--- src/rtl/idli_sqi_ctrl_m.sv ---
// idli_sqi_ctrl_m: single-word SQI memory controller (cmd/addr/dummy/data sequencing, SCK, CS, SIO direction).
// Define IDLI_SQI_CTRL_BURST_EN to hold CS open after a transfer so a sequential request skips cmd/addr.
module idli_sqi_ctrl_m (
    input  logic        i_sqc_gck,
    input  logic        i_sqc_rst,
    input  logic        i_sqc_req_vld,
    output logic        o_sqc_req_rdy,
    input  logic        i_sqc_req_wr,
    input  logic [15:0] i_sqc_req_addr,
    input  logic [15:0] i_sqc_req_data,
    output logic        o_sqc_rsp_vld,
    output logic [15:0] o_sqc_rsp_data,
    output logic        o_sqc_sck,
    output logic        o_sqc_cs,
    output logic [3:0]  o_sqc_sio,
    output logic        o_sqc_sio_oe,
    input  logic [3:0]  i_sqc_sio
);
    localparam logic [2:0] ST_IDLE  = 3'd0;
    localparam logic [2:0] ST_CMD   = 3'd1;
    localparam logic [2:0] ST_ADDR  = 3'd2;
    localparam logic [2:0] ST_DUMMY = 3'd3;
    localparam logic [2:0] ST_DATA  = 3'd4;
    localparam logic [2:0] ST_DONE  = 3'd5;
`ifdef IDLI_SQI_CTRL_BURST_EN
    localparam logic [2:0] ST_HOLD  = 3'd6;
`endif

    logic [2:0]  state_q, state_d;
    logic [2:0]  cnt_q;
    logic        ph_q;
    logic        wr_q;
    logic [15:0] addr_q, data_q, sh_q, rsp_q;
    logic        rsp_vld_q;
    logic        acc, last, in_txn;
    logic [1:0]  idx;
    logic [15:0] word;

    assign in_txn = state_q inside {ST_CMD, ST_ADDR, ST_DUMMY, ST_DATA};
    assign last   = ph_q && cnt_q == ((state_q == ST_ADDR || state_q == ST_DATA) ? 3'd3 : 3'd1);
    assign acc    = i_sqc_req_vld && o_sqc_req_rdy;

`ifdef IDLI_SQI_CTRL_BURST_EN
    logic pend_q;
    logic seq;
    // 0xFFFF -> 0x0000 is deliberately not treated as sequential
    assign seq           = i_sqc_req_wr == wr_q && addr_q != 16'hFFFF && i_sqc_req_addr == addr_q + 16'd1;
    assign o_sqc_req_rdy = state_q == ST_IDLE || state_q == ST_HOLD;
    assign o_sqc_cs      = in_txn || state_q == ST_HOLD;
`else
    assign o_sqc_req_rdy = state_q == ST_IDLE;
    assign o_sqc_cs      = in_txn;
`endif

    always_comb begin
        state_d = state_q;
        case (state_q)
            ST_IDLE:  state_d = acc ? ST_CMD : ST_IDLE;
            ST_CMD:   state_d = last ? ST_ADDR : ST_CMD;
            ST_ADDR:  state_d = last ? (wr_q ? ST_DATA : ST_DUMMY) : ST_ADDR;
            ST_DUMMY: state_d = last ? ST_DATA : ST_DUMMY;
`ifdef IDLI_SQI_CTRL_BURST_EN
            ST_DATA:  state_d = last ? ST_HOLD : ST_DATA;
            ST_DONE:  state_d = pend_q ? ST_CMD : ST_IDLE;
            ST_HOLD:  state_d = acc ? (seq ? ST_DATA : ST_DONE) : ST_HOLD;
`else
            ST_DATA:  state_d = last ? ST_DONE : ST_DATA;
            ST_DONE:  state_d = ST_IDLE;
`endif
            default:  state_d = ST_IDLE;
        endcase
    end

    // Every field is sent MSB slice first; the command byte sits in the top half of the word
    assign idx            = 2'd3 - cnt_q[1:0];
    assign word           = state_q == ST_CMD ? {6'b0, 1'b1, ~wr_q, 8'h00} : state_q == ST_ADDR ? addr_q : data_q;
    assign o_sqc_sio_oe   = state_q == ST_CMD || state_q == ST_ADDR || (state_q == ST_DATA && wr_q);
    assign o_sqc_sio      = o_sqc_sio_oe ? word[{idx, 2'b00} +: 4] : 4'h0;
    assign o_sqc_sck      = ph_q;
    assign o_sqc_rsp_vld  = rsp_vld_q;
    assign o_sqc_rsp_data = (rsp_vld_q && wr_q) ? 16'h0000 : rsp_q;

    always_ff @(posedge i_sqc_gck) begin
        if (i_sqc_rst) begin
            state_q   <= ST_IDLE;
            cnt_q     <= 3'd0;
            ph_q      <= 1'b0;
            rsp_vld_q <= 1'b0;
            rsp_q     <= 16'h0000;
`ifdef IDLI_SQI_CTRL_BURST_EN
            pend_q    <= 1'b0;
`endif
        end else begin
            state_q   <= state_d;
            ph_q      <= in_txn && !ph_q;
            cnt_q     <= last ? 3'd0 : (in_txn && ph_q) ? cnt_q + 3'd1 : cnt_q;
            rsp_vld_q <= state_q == ST_DATA && last;
            if (acc) begin
                wr_q   <= i_sqc_req_wr;
                addr_q <= i_sqc_req_addr;
                data_q <= i_sqc_req_data;
            end
            if (state_q == ST_DATA && ph_q)
                sh_q <= {sh_q[11:0], i_sqc_sio};
            if (state_q == ST_DATA && last && !wr_q)
                rsp_q <= {sh_q[11:0], i_sqc_sio};
`ifdef IDLI_SQI_CTRL_BURST_EN
            pend_q    <= state_q == ST_HOLD && acc && !seq;
`endif
        end
    end
endmodule

--- config.mk ---
export PLATFORM = sky130hd
export DESIGN_NAME = idli_sqi_ctrl_m
export DESIGN_NICKNAME = d
export VERILOG_FILES = /design/src/rtl/idli_sqi_ctrl_m.sv
export SDC_FILE = /design/constraint.sdc
export NUM_CORES = 1
export LEC_CHECK = 0
export ABC_CLOCK_PERIOD_IN_PS = 4900
export CAP_MARGIN = 20
export CORE_ASPECT_RATIO = 0.5
export CORE_MARGIN = 2
export CORE_UTILIZATION = 30
export DETAILED_ROUTE_END_ITERATION = 12
export GPL_ROUTABILITY_DRIVEN = 0
export PLACE_DENSITY = 0.61
export RECOVER_POWER = 25
export SETUP_SLACK_MARGIN = 0.02
export SYNTH_ARGS = -nofsm -noshare
export SYNTH_HDL_FRONTEND = slang
export SYNTH_SLANG_ARGS = --single-unit
--- constraint.sdc ---
create_clock -name i_sqc_gck -period 4.9 [get_ports i_sqc_gck]
set_input_delay 0.98 -clock i_sqc_gck [delete_from_list [all_inputs] [get_ports i_sqc_gck]]
set_output_delay 0.98 -clock i_sqc_gck [all_outputs]
set_load 0.03 [all_outputs]
==> results of run 1 <==
==> state kept, by name (all words and copies together), names as in the netlist <==
register       count
cnt_q              3
data_q            16
sh_q              12
state_q            3
rsp_q             16
addr_q            16
o_sqc_sck          1
o_sqc_rsp_vld      1
wr_q               1
==> power breakdown <==
group / switching [mW] / internal [mW] / leakage [nW]
Sequential: 0.00869 / 0.633 / 0.607
Clock: 0.223 / 0.335 / 0.127
Combinational: 0.0272 / 0.0382 / 0.742
==> critical path, delay by kind of cell (launching register included) <==
family	cells	cell delay, ns
multiplexers	1	0.56
buffers and inverters	1	0.59
flip-flops	1	0.69
AO/OA/AOI/OAI	1	0.26
AND/OR/NAND/NOR	2	0.72
==> layout by cell type (no fill, tap or decap), types with 4 or more instances in the layout <==
master            n
edfxtp_1         45
clkdlybuf4s50_1  38
dlygate4sd3_1    26
dfxtp_1          24
nor2_1           23
and2_1           21
mux2i_1          17
clkbuf_16         9
a21oi_1           7
mux4_1            6
o21ai_0           4
nand2b_1          4
==> path summary, 6_finish.rpt <==
check                               endpoint  cells after the start  startpoint
worst min register to register       sh_q[6]                      0     sh_q[2]
worst min-delay path                 sh_q[6]                      0     sh_q[2]
worst max register to register      rsp_q[2]                      4  state_q[2]
worst max-delay path            o_sqc_sio[0]                      5  state_q[1]
==> per-layer routing <==
metal,wire [um],part of all wire (%)
met3,326,6.0
met5,0,0
met1,2640,48
met2,2430,44
met4,74,1.4
==> metrics by stage <==
step,utilization [%],power [mW],worst slack [ns]
finish,41.6,1.27,0.770
global route,41.6,1.32,0.590
CTS,41.6,1.29,0.742
detailed placement,38.9,0.724,1.10
global placement,38.9,0.722,1.17
floorplan,-,0.679,1.06
==> final cells by class <==
| class | count | area share, % |
|---|---|---|
| clock buffer | 10 | 5.84 |
| clock inverter | 6 | 0.766 |
| inverter | 3 | 0.287 |
| multi-input combinational | 128 | 25.5 |
| sequential | 69 | 46.7 |
| tap | 135 | 4.31 |
| timing repair buffer | 65 | 16.5 |
==> logic make-up after synthesis <==
kind of cell	share of synthesized area [%]
DFF	63.3
xor gates and xnor gates	1.21
buffers and inverters	2.51
and+or+nand+nor	15.8
muxes	12.1
adders and majority gates	0.432
AOI/OAI and AO/OA	4.67
==> metrics.txt, run 1 <==
register area 0.00183 mm2; met3 Use GR 5.28%; crit start category flop; Port Buf Inserts 64; peak supply drop 0.206 mV; DRT Pass-1 Iters 4; Max FO, Critical Path 19; # nets final ~320; Post-CTS Setup Bufs 0; Placed Area between 0.003 and 0.004 mm2; Post-Syn Area about 0.0029 mm2; busiest grt layer met2; fmax 242 MHz; clock skew 0.00352 ns; fin crit share 84.3%; CTS Hold Buffers Added 0; Worst path slowest cell dfxtp_1; die area between 0.01 and 0.015 mm2; ys flop type edfxtp_1; post-route ant nets 0; top cell type's share of synthesized area 46.7%; leakage 1.48 nW; FFs w/ async S/R, synth 0%; Hold/Removal Path Class reg2reg; Yosys reg bits 69; # IOs 65; Initial DRC Count 114; detailed placement HPWL 3.78 mm; Mean Syn Cell Area 13.7 um2; CP Capture Type output port; post-synthesis cell type count 42; Synthesized Nets about 250; critical path, cell by cell nor3b_4 > mux4_2 > and3_1 > a211o_1 > clkdlybuf4s50_1; multi-input logic area ~0.0010 mm2; Die X-Extent approximately 140 um; layout cell share with drive strength beyond 1 7.83%; CTS root buffer clkbuf_16; CTS Buffer Depth 2; first-pass GRT wire length 8.84 mm; unrepaired setup endpoints after global routing no; Avg WL per Cell 13.2 um; Pwr Density about 320 mW/mm2; initial core utilization 30.8%; final setup TNS 0 ns; clock-pin slew on the worst setup and hold paths 0.05 ns; Required @ worst endpoint 3.92 ns; Post-route DRC 0; CTS buffer count 9; DR vias 1,816; Ant. Diodes 0; vias per cell approximately 4.4; WL final 5.48 mm; vias in the first global route 1,752; number of synthesized flops with an enable pin 45; grt ovf 0; Synth Warn # 0; Max Cap Violations 0; clk_lat worst skew 0.33 ns; largest net degree at the start of global routing 34; site row count 25; critical path's largest stage delay about 0.69 ns; Worst Path Class, Setup reg2out; top cells by count, synth edfxtp_1, dfxtp_1, nor2_1; H-tree Lvls 3; cts repair resizes 0; post-route insts no fill 416; Data arrival, critical path between 3 and 4 ns; met2 global-route usage 16.9%; Max-slew headroom between 30 and 40%; Slew Limit Fails 0; Core ar. 0.00942 mm2; register area share after synthesis 63.3%; final-layout fill cell count about 880; flop2flop setup slack around 2.7 ns; Fin Hold WS 0.449 ns; post-synthesis cell count 212; most common cell in the synthesized netlist edfxtp_1; Synth area leaders edfxtp_1, dfxtp_1, mux2i_1, mux4_1, and2_1; Synth area leader edfxtp_1; cell count after placement 400; CTS tree done; clock sinks 69; Hold Vio Cnt, Final 0; post-route minimum period 4.13 ns; Final setup viols 0; met1 Resource Use GR 14.8%; Slew @ Worst Pin roughly 0.96 ns; final instance area 0.00392 mm2; Die Ht 73.5 um; Layout area overhead 35.4%; GRT Overall Usage between 10 and 15%; status finished, final reports clean; initial antenna violation count 0
Power figures use the tool's default switching activity.
==> inputs of run 2 (changes only) <==
--- a/config.mk
+++ b/config.mk
@@ -5,7 +5,7 @@
 export SDC_FILE = /design/constraint.sdc
 export NUM_CORES = 1
 export LEC_CHECK = 0
-export ABC_CLOCK_PERIOD_IN_PS = 4900
+export ABC_CLOCK_PERIOD_IN_PS = 4000
 export CAP_MARGIN = 20
 export CORE_ASPECT_RATIO = 0.5
 export CORE_MARGIN = 2
==> constraint.sdc (replaced) <==
create_clock -name i_sqc_gck -period 4 [get_ports i_sqc_gck]
set_input_delay 0.8 -clock i_sqc_gck [delete_from_list [all_inputs] [get_ports i_sqc_gck]]
set_output_delay 0.8 -clock i_sqc_gck [all_outputs]
set_load 0.03 [all_outputs]
==> run 2 against run 1 <==
Worst setup slack worse by 0.50 ns. Largest cell class unchanged. Wire length increased by 2.9%. Register-to-register slack lost 0.84 ns. Clock power grew 25%. Combinational power increased by 25%.
==> metrics.txt, run 2 (synthesized netlist as in run 1, its figures left out) <==
status finished, final reports clean; layout cell share with drive strength beyond 1 8.13% (+0.30 points); worst r2r path cells 4 (unchanged); Initial DRC Count 76 (-33%); clock skew 0.00465 ns (+0.00113 ns); peak supply drop 0.234 mV (+14%); fin crit share 93.2%; flop2flop setup slack 1.83 ns (-0.84 ns); clock sinks 69 (unchanged); Avg WL per Cell 13.5 um (+2.4%); # nets final 319 (+0.63%); crit start category flop; Pwr Density 397 mW/mm2 (+23%); commonest non-fill, non-tap cell in the layout edfxtp_1; Slew Limit Fails 0 (unchanged); Hold Path Stages 0 (unchanged); # IOs 65 (unchanged); CP Capture Point o_sqc_sio[0]; Fin Hold WS 0.447 ns (-0.00219 ns); Hold Startpoint sh_q[5]; Worst Path Class, Setup reg2out; Largest regs addr_q x16, data_q x16, rsp_q x16; vias per cell 4.33 (-0.75%); Critical R2R Launch state_q[2]; Port Buf Inserts 64 (unchanged); most frequent cells in the layout edfxtp_1, clkdlybuf4s50_1, dlygate4sd3_1, dfxtp_1, nor2_1; GRT Overall Usage 11.9% (+0.47 points); Placed Area 0.00368 mm2 (+0.41%); worst r2r dst rsp_q[15]; cell count after placement 402 (+0.50%); site row count 25 (unchanged); CTS tree done; Data arrival, critical path 2.93 ns (-0.22 ns); final setup TNS 0 ns (unchanged); clock-pin slew on the worst setup and hold paths 0.05 ns (about the same); Ant. Diodes 0 (unchanged); Hold Vio Cnt, Final 0 (unchanged); largest net degree at the start of global routing 34 (unchanged); DRT Pass-1 Iters 4 (unchanged); leakage 1.49 nW (+0.96%); Core ar. 0.00942 mm2 (unchanged); grt ovf 0 (unchanged); final instance area 0.00394 mm2 (+0.51%); CTS Hold Buffers Added 0 (unchanged); post-route ant nets 0 (unchanged); first-pass GRT wire length 9.40 mm (+6.3%); Max FO, Critical Path 17 (-2); initial antenna violation count 0 (unchanged); Post-route DRC 0 (unchanged); fmax 268 MHz; crit path launch state_q[0]; CTS root buffer clkbuf_16; Post-CTS Setup Bufs 0 (unchanged); CP Capture Type output port; Die Ht 73.5 um (unchanged); WL final 5.63 mm (+2.9%); CTS buffer count 9 (unchanged); cts repair resizes 0 (unchanged); Slew @ Worst Pin 0.980 ns (+0.0173 ns); Final setup viols 0 (unchanged); Max-slew headroom 34.4% (-1.2 points); die area 0.0105 mm2 (unchanged); H-tree Lvls 3 (unchanged); Required @ worst endpoint 3.20 ns (-0.72 ns); Max Cap Violations 0 (unchanged); DR vias 1,811 (-0.28%); initial core utilization 30.8% (unchanged); CTS Buffer Depth 2 (unchanged); unrepaired setup endpoints after global routing no; detailed placement HPWL 3.90 mm (+3.1%); vias in the first global route 1,874 (+7.0%); Layout area overhead 36.1%; post-route insts no fill 418 (+0.48%); Hold/Removal Path Class reg2reg; post-route minimum period 3.73 ns; clk_lat worst skew 0.32 ns (about the same); Die X-Extent 143 um (unchanged)
## run 2: cell types whose count changed in the layout (fill, tap and decap cells not counted), sizes merged
cell / change
clkinv: -2
clkinvlp: -1
clkbuf: +3
buf: +2
## run 2: per-stage QoR
step | utilization, % | worst slack, ns | total power [mW]
after floorplan | - | 0.340 | 0.832
after global placement | 39.0 | 0.641 | 0.886
after detailed placement | 39.0 | 0.558 | 0.888
after CTS | 41.8 | 0.208 | 1.59
after global routing | 41.8 | 0.106 | 1.63
final | 41.8 | 0.272 | 1.56
## run 2: cell type report
class	instances	area, um2
clock buffers	13	250
clock inverters	3	13.8
fillers	881	5480
inverters	3	11.3
multi-input cells	128	1000
flip-flops and latches	69	1830
well taps	135	169
repair buffers	67	663
## run 2: worst min path at each step
stage | to | slack [ns]
finish | sh_q[9] | 0.45
global route | sh_q[9] | 0.46
CTS | sh_q[6] | 0.45
detailed placement | sh_q[9] | 0.44
global placement | sh_q[9] | 0.43
floorplan | sh_q[10] | 0.43
## run 2: worst max-delay path: stages (launching register included)
cell and delay, ns:
dfxtp_1 0.48, nor3b_4 0.51, mux4_2 0.57, and3_1 0.19, a211o_1 0.26, clkdlybuf4s50_1 0.59
## run 2: power breakdown
part	internal, mW	switching, mW
logic	0.0475	0.0342
registers	0.776	0.0102
clock network	0.432	0.263
total	1.26	0.307
## run 2: per-layer routing
layer | vias up | GRT usage (%) | wire, um
li1 | 911 | - | -
met2 | 51 | 19.0 | 2550
met5 | - | 0 | 0
met1 | 840 | 14.9 | 2710
met3 | 9 | 4.17 | 282
met4 | 0 | 4.95 | 81
==> variant, RTL diff (config.mk and constraints of run 2) <==
Build with the macro `IDLI_SQI_CTRL_BURST_EN` defined.
--- a/src/rtl/idli_sqi_ctrl_m.sv
+++ b/src/rtl/idli_sqi_ctrl_m.sv
@@ -1,5 +1,7 @@
 // idli_sqi_ctrl_m: single-word SQI memory controller (cmd/addr/dummy/data sequencing, SCK, CS, SIO direction).
 // Define IDLI_SQI_CTRL_BURST_EN to hold CS open after a transfer so a sequential request skips cmd/addr.
+`define IDLI_SQI_CTRL_BURST_EN
+
 module idli_sqi_ctrl_m (
     input  logic        i_sqc_gck,
     input  logic        i_sqc_rst,
Behaviour: same outputs for any inputs over 10 cycles, from zero or initial values and one cycle with i_sqc_rst high; that may be too few to reach the edited logic, so the function may still have changed.
==> variant against run 2 <==
- register-to-register slack got worse by 380 ps
- clock power grew 5.3%
- area after synthesis rose by 17%
- clock skew increased by 3.9 ps
- sequential cell count grew 1
- setup slack gained 280 ps
- power increased by 7.1%
- sequential share of layout area decreased by 5.0 points
- cell count up 20%
- final area is 13% higher
- synthesized cell count rose by 33%
- die area rose by 16%
- wire length increased by 30%
- utilization decreased by 1.2 points
- critical endpoint is now o_sqc_sio[1]
- largest power group unchanged
- highest routed layer unchanged
==> variant: results (changes against run 2) <==
----------------------------------------------------
[Synthesis]
  Largest cells by area after synthesis ... sky130_fd_sc_hd__edfxtp_1 40%, sky130_fd_sc_hd__dfxtp_1 15%, sky130_fd_sc_hd__mux2i_1 6.2%, sky130_fd_sc_hd__mux4_2 4.7%, sky130_fd_sc_hd__xnor2_1 3.4%
  Number of distinct library cells after synthesis ... 53 (+26%)
  Syn nets ... 325 (+28%)
  Gate count of the mapped netlist ... 283 (+33%)
  Commonest cells in the synthesized netlist ... 45 x sky130_fd_sc_hd__edfxtp_1, 25 x sky130_fd_sc_hd__dfxtp_1, 25 x sky130_fd_sc_hd__nor2_1, 21 x sky130_fd_sc_hd__mux2i_1

[Status]
  Outcome ... complete, no violations

[Final layout]
  Ratio of cells with drive above 1 in the final layout ... 0.0930 (+0.0117)
  Number of cells in the finished layout apart from fillers ... 500 (+20%)
  Net count reported at finish ... 392 (+23%)

[Worst setup path]
  Maximum fanout along the worst path ... 14 (-3)
  Data arrival, critical path ... 2640 ps (-290 ps)
  Origin of the worst setup path ... state_q[1]
  Destination of the worst register-to-register timing path ... rsp_q[13]
  Worst reg2reg setup slack ... 1450 ps (-380 ps)
  Worst Reg-to-Reg Cells ... 6 (+2)

[Routing]
  Drt wl/cell ... 14.7 um (+8.7%)
  Number of iterations in the first detailed-routing pass ... 4 (unchanged)
  Count of routing violations after the opening detailed-route iteration ... 126 (+66%)
  Total via count after detailed routing ... 2,459 (+36%)

[Timing]
  Fin Clk Skew ... 8.58 ps (+3.93 ps)
  Period utilization ... 0.861 (-0.0709)

[Power]
  Leakage power figure ... 0.00165 uW (+10%)
  Largest vdd supply drop ... 0.000186 V (-21%)

[GRT]
  Number of global-route vias before repair ... 2,333 (+24%)
  First-pass GRT wire length ... 11,900 um (+27%)
  Total routing resource utilization after global routing ... 0.128 (+0.00934)

[Place]
  Post-Place Cells ... 484 (+20%)
  Hpwl dp ... 5270 um (+35%)

----------------------------------------------------
## variant: worst max path at each step
stage / endpoint / slack (ps)
detailed placement: o_sqc_sio[1] / 920
finish: o_sqc_sio[1] / 560
global route: o_sqc_sio[1] / 320
floorplan: addr_q[0] / 670
CTS: o_sqc_sio[1] / 540
global placement: o_sqc_sio[1] / 940
## variant: cell families after synthesis
logic type / after synthesis / synth area share
and+or+nand+nor: 104 / 0.172
DFF: 70 / 0.548
AOI/OAI and AO/OA: 40 / 0.0819
muxes: 28 / 0.109
xor gates and xnor gates: 22 / 0.0593
adders and majority gates: 2 / 0.00741
buffers and inverters: 17 / 0.0226
## variant: layer usage
layer,up-vias,routed length (um),GRT usage
met1,1184,3660,0.173
li1,1197,-,-
met3,9,375,0.0459
met4,0,108,0.0486
met5,-,0,0
met2,69,3190,0.190
## variant: area by class of cell
| class | instances | share of cell area |
|---|---|---|
| tap | 145 | 0.0407 |
| clock buffer | 9 | 0.0505 |
| inverter | 5 | 0.00421 |
| timing repair buffer | 68 | 0.150 |
| multi-input combinational | 196 | 0.328 |
| clock inverter | 7 | 0.0107 |
| sequential | 70 | 0.415 |
## variant: critical path: stages, from the launching register on
cell and delay, ps:
sky130_fd_sc_hd__dfxtp_1 640, sky130_fd_sc_hd__nand2b_1 160, sky130_fd_sc_hd__nor2_1 110, sky130_fd_sc_hd__buf_4 190, sky130_fd_sc_hd__mux2i_1 90, sky130_fd_sc_hd__a21oi_1 140
sky130_fd_sc_hd__o21ai_0 70, sky130_fd_sc_hd__o21ai_0 190, sky130_fd_sc_hd__clkdlybuf4s50_1 700
## variant: through the flow
step | hold slack [ps] | setup WS, ps | util | area (um^2) | total power [uW]
after detailed placement | 436 | 918 | 0.381 | 4190 | 963
after CTS | 449 | 543 | 0.406 | 4460 | 1700
after global placement | 433 | 938 | 0.381 | 4190 | 963
after global routing | 458 | 321 | 0.406 | 4460 | 1740
final | 447 | 556 | 0.406 | 4460 | 1670
after floorplan | 426 | 669 | - | 3380 | 889
## variant: power by group
| group | switching (uW) | internal, uW | leakage, uW |
|---|---|---|---|
| logic | 63.4 | 69.8 | 0.000893 |
| clock network | 311 | 420 | 0.000136 |
| registers | 21.1 | 788 | 0.000616 |
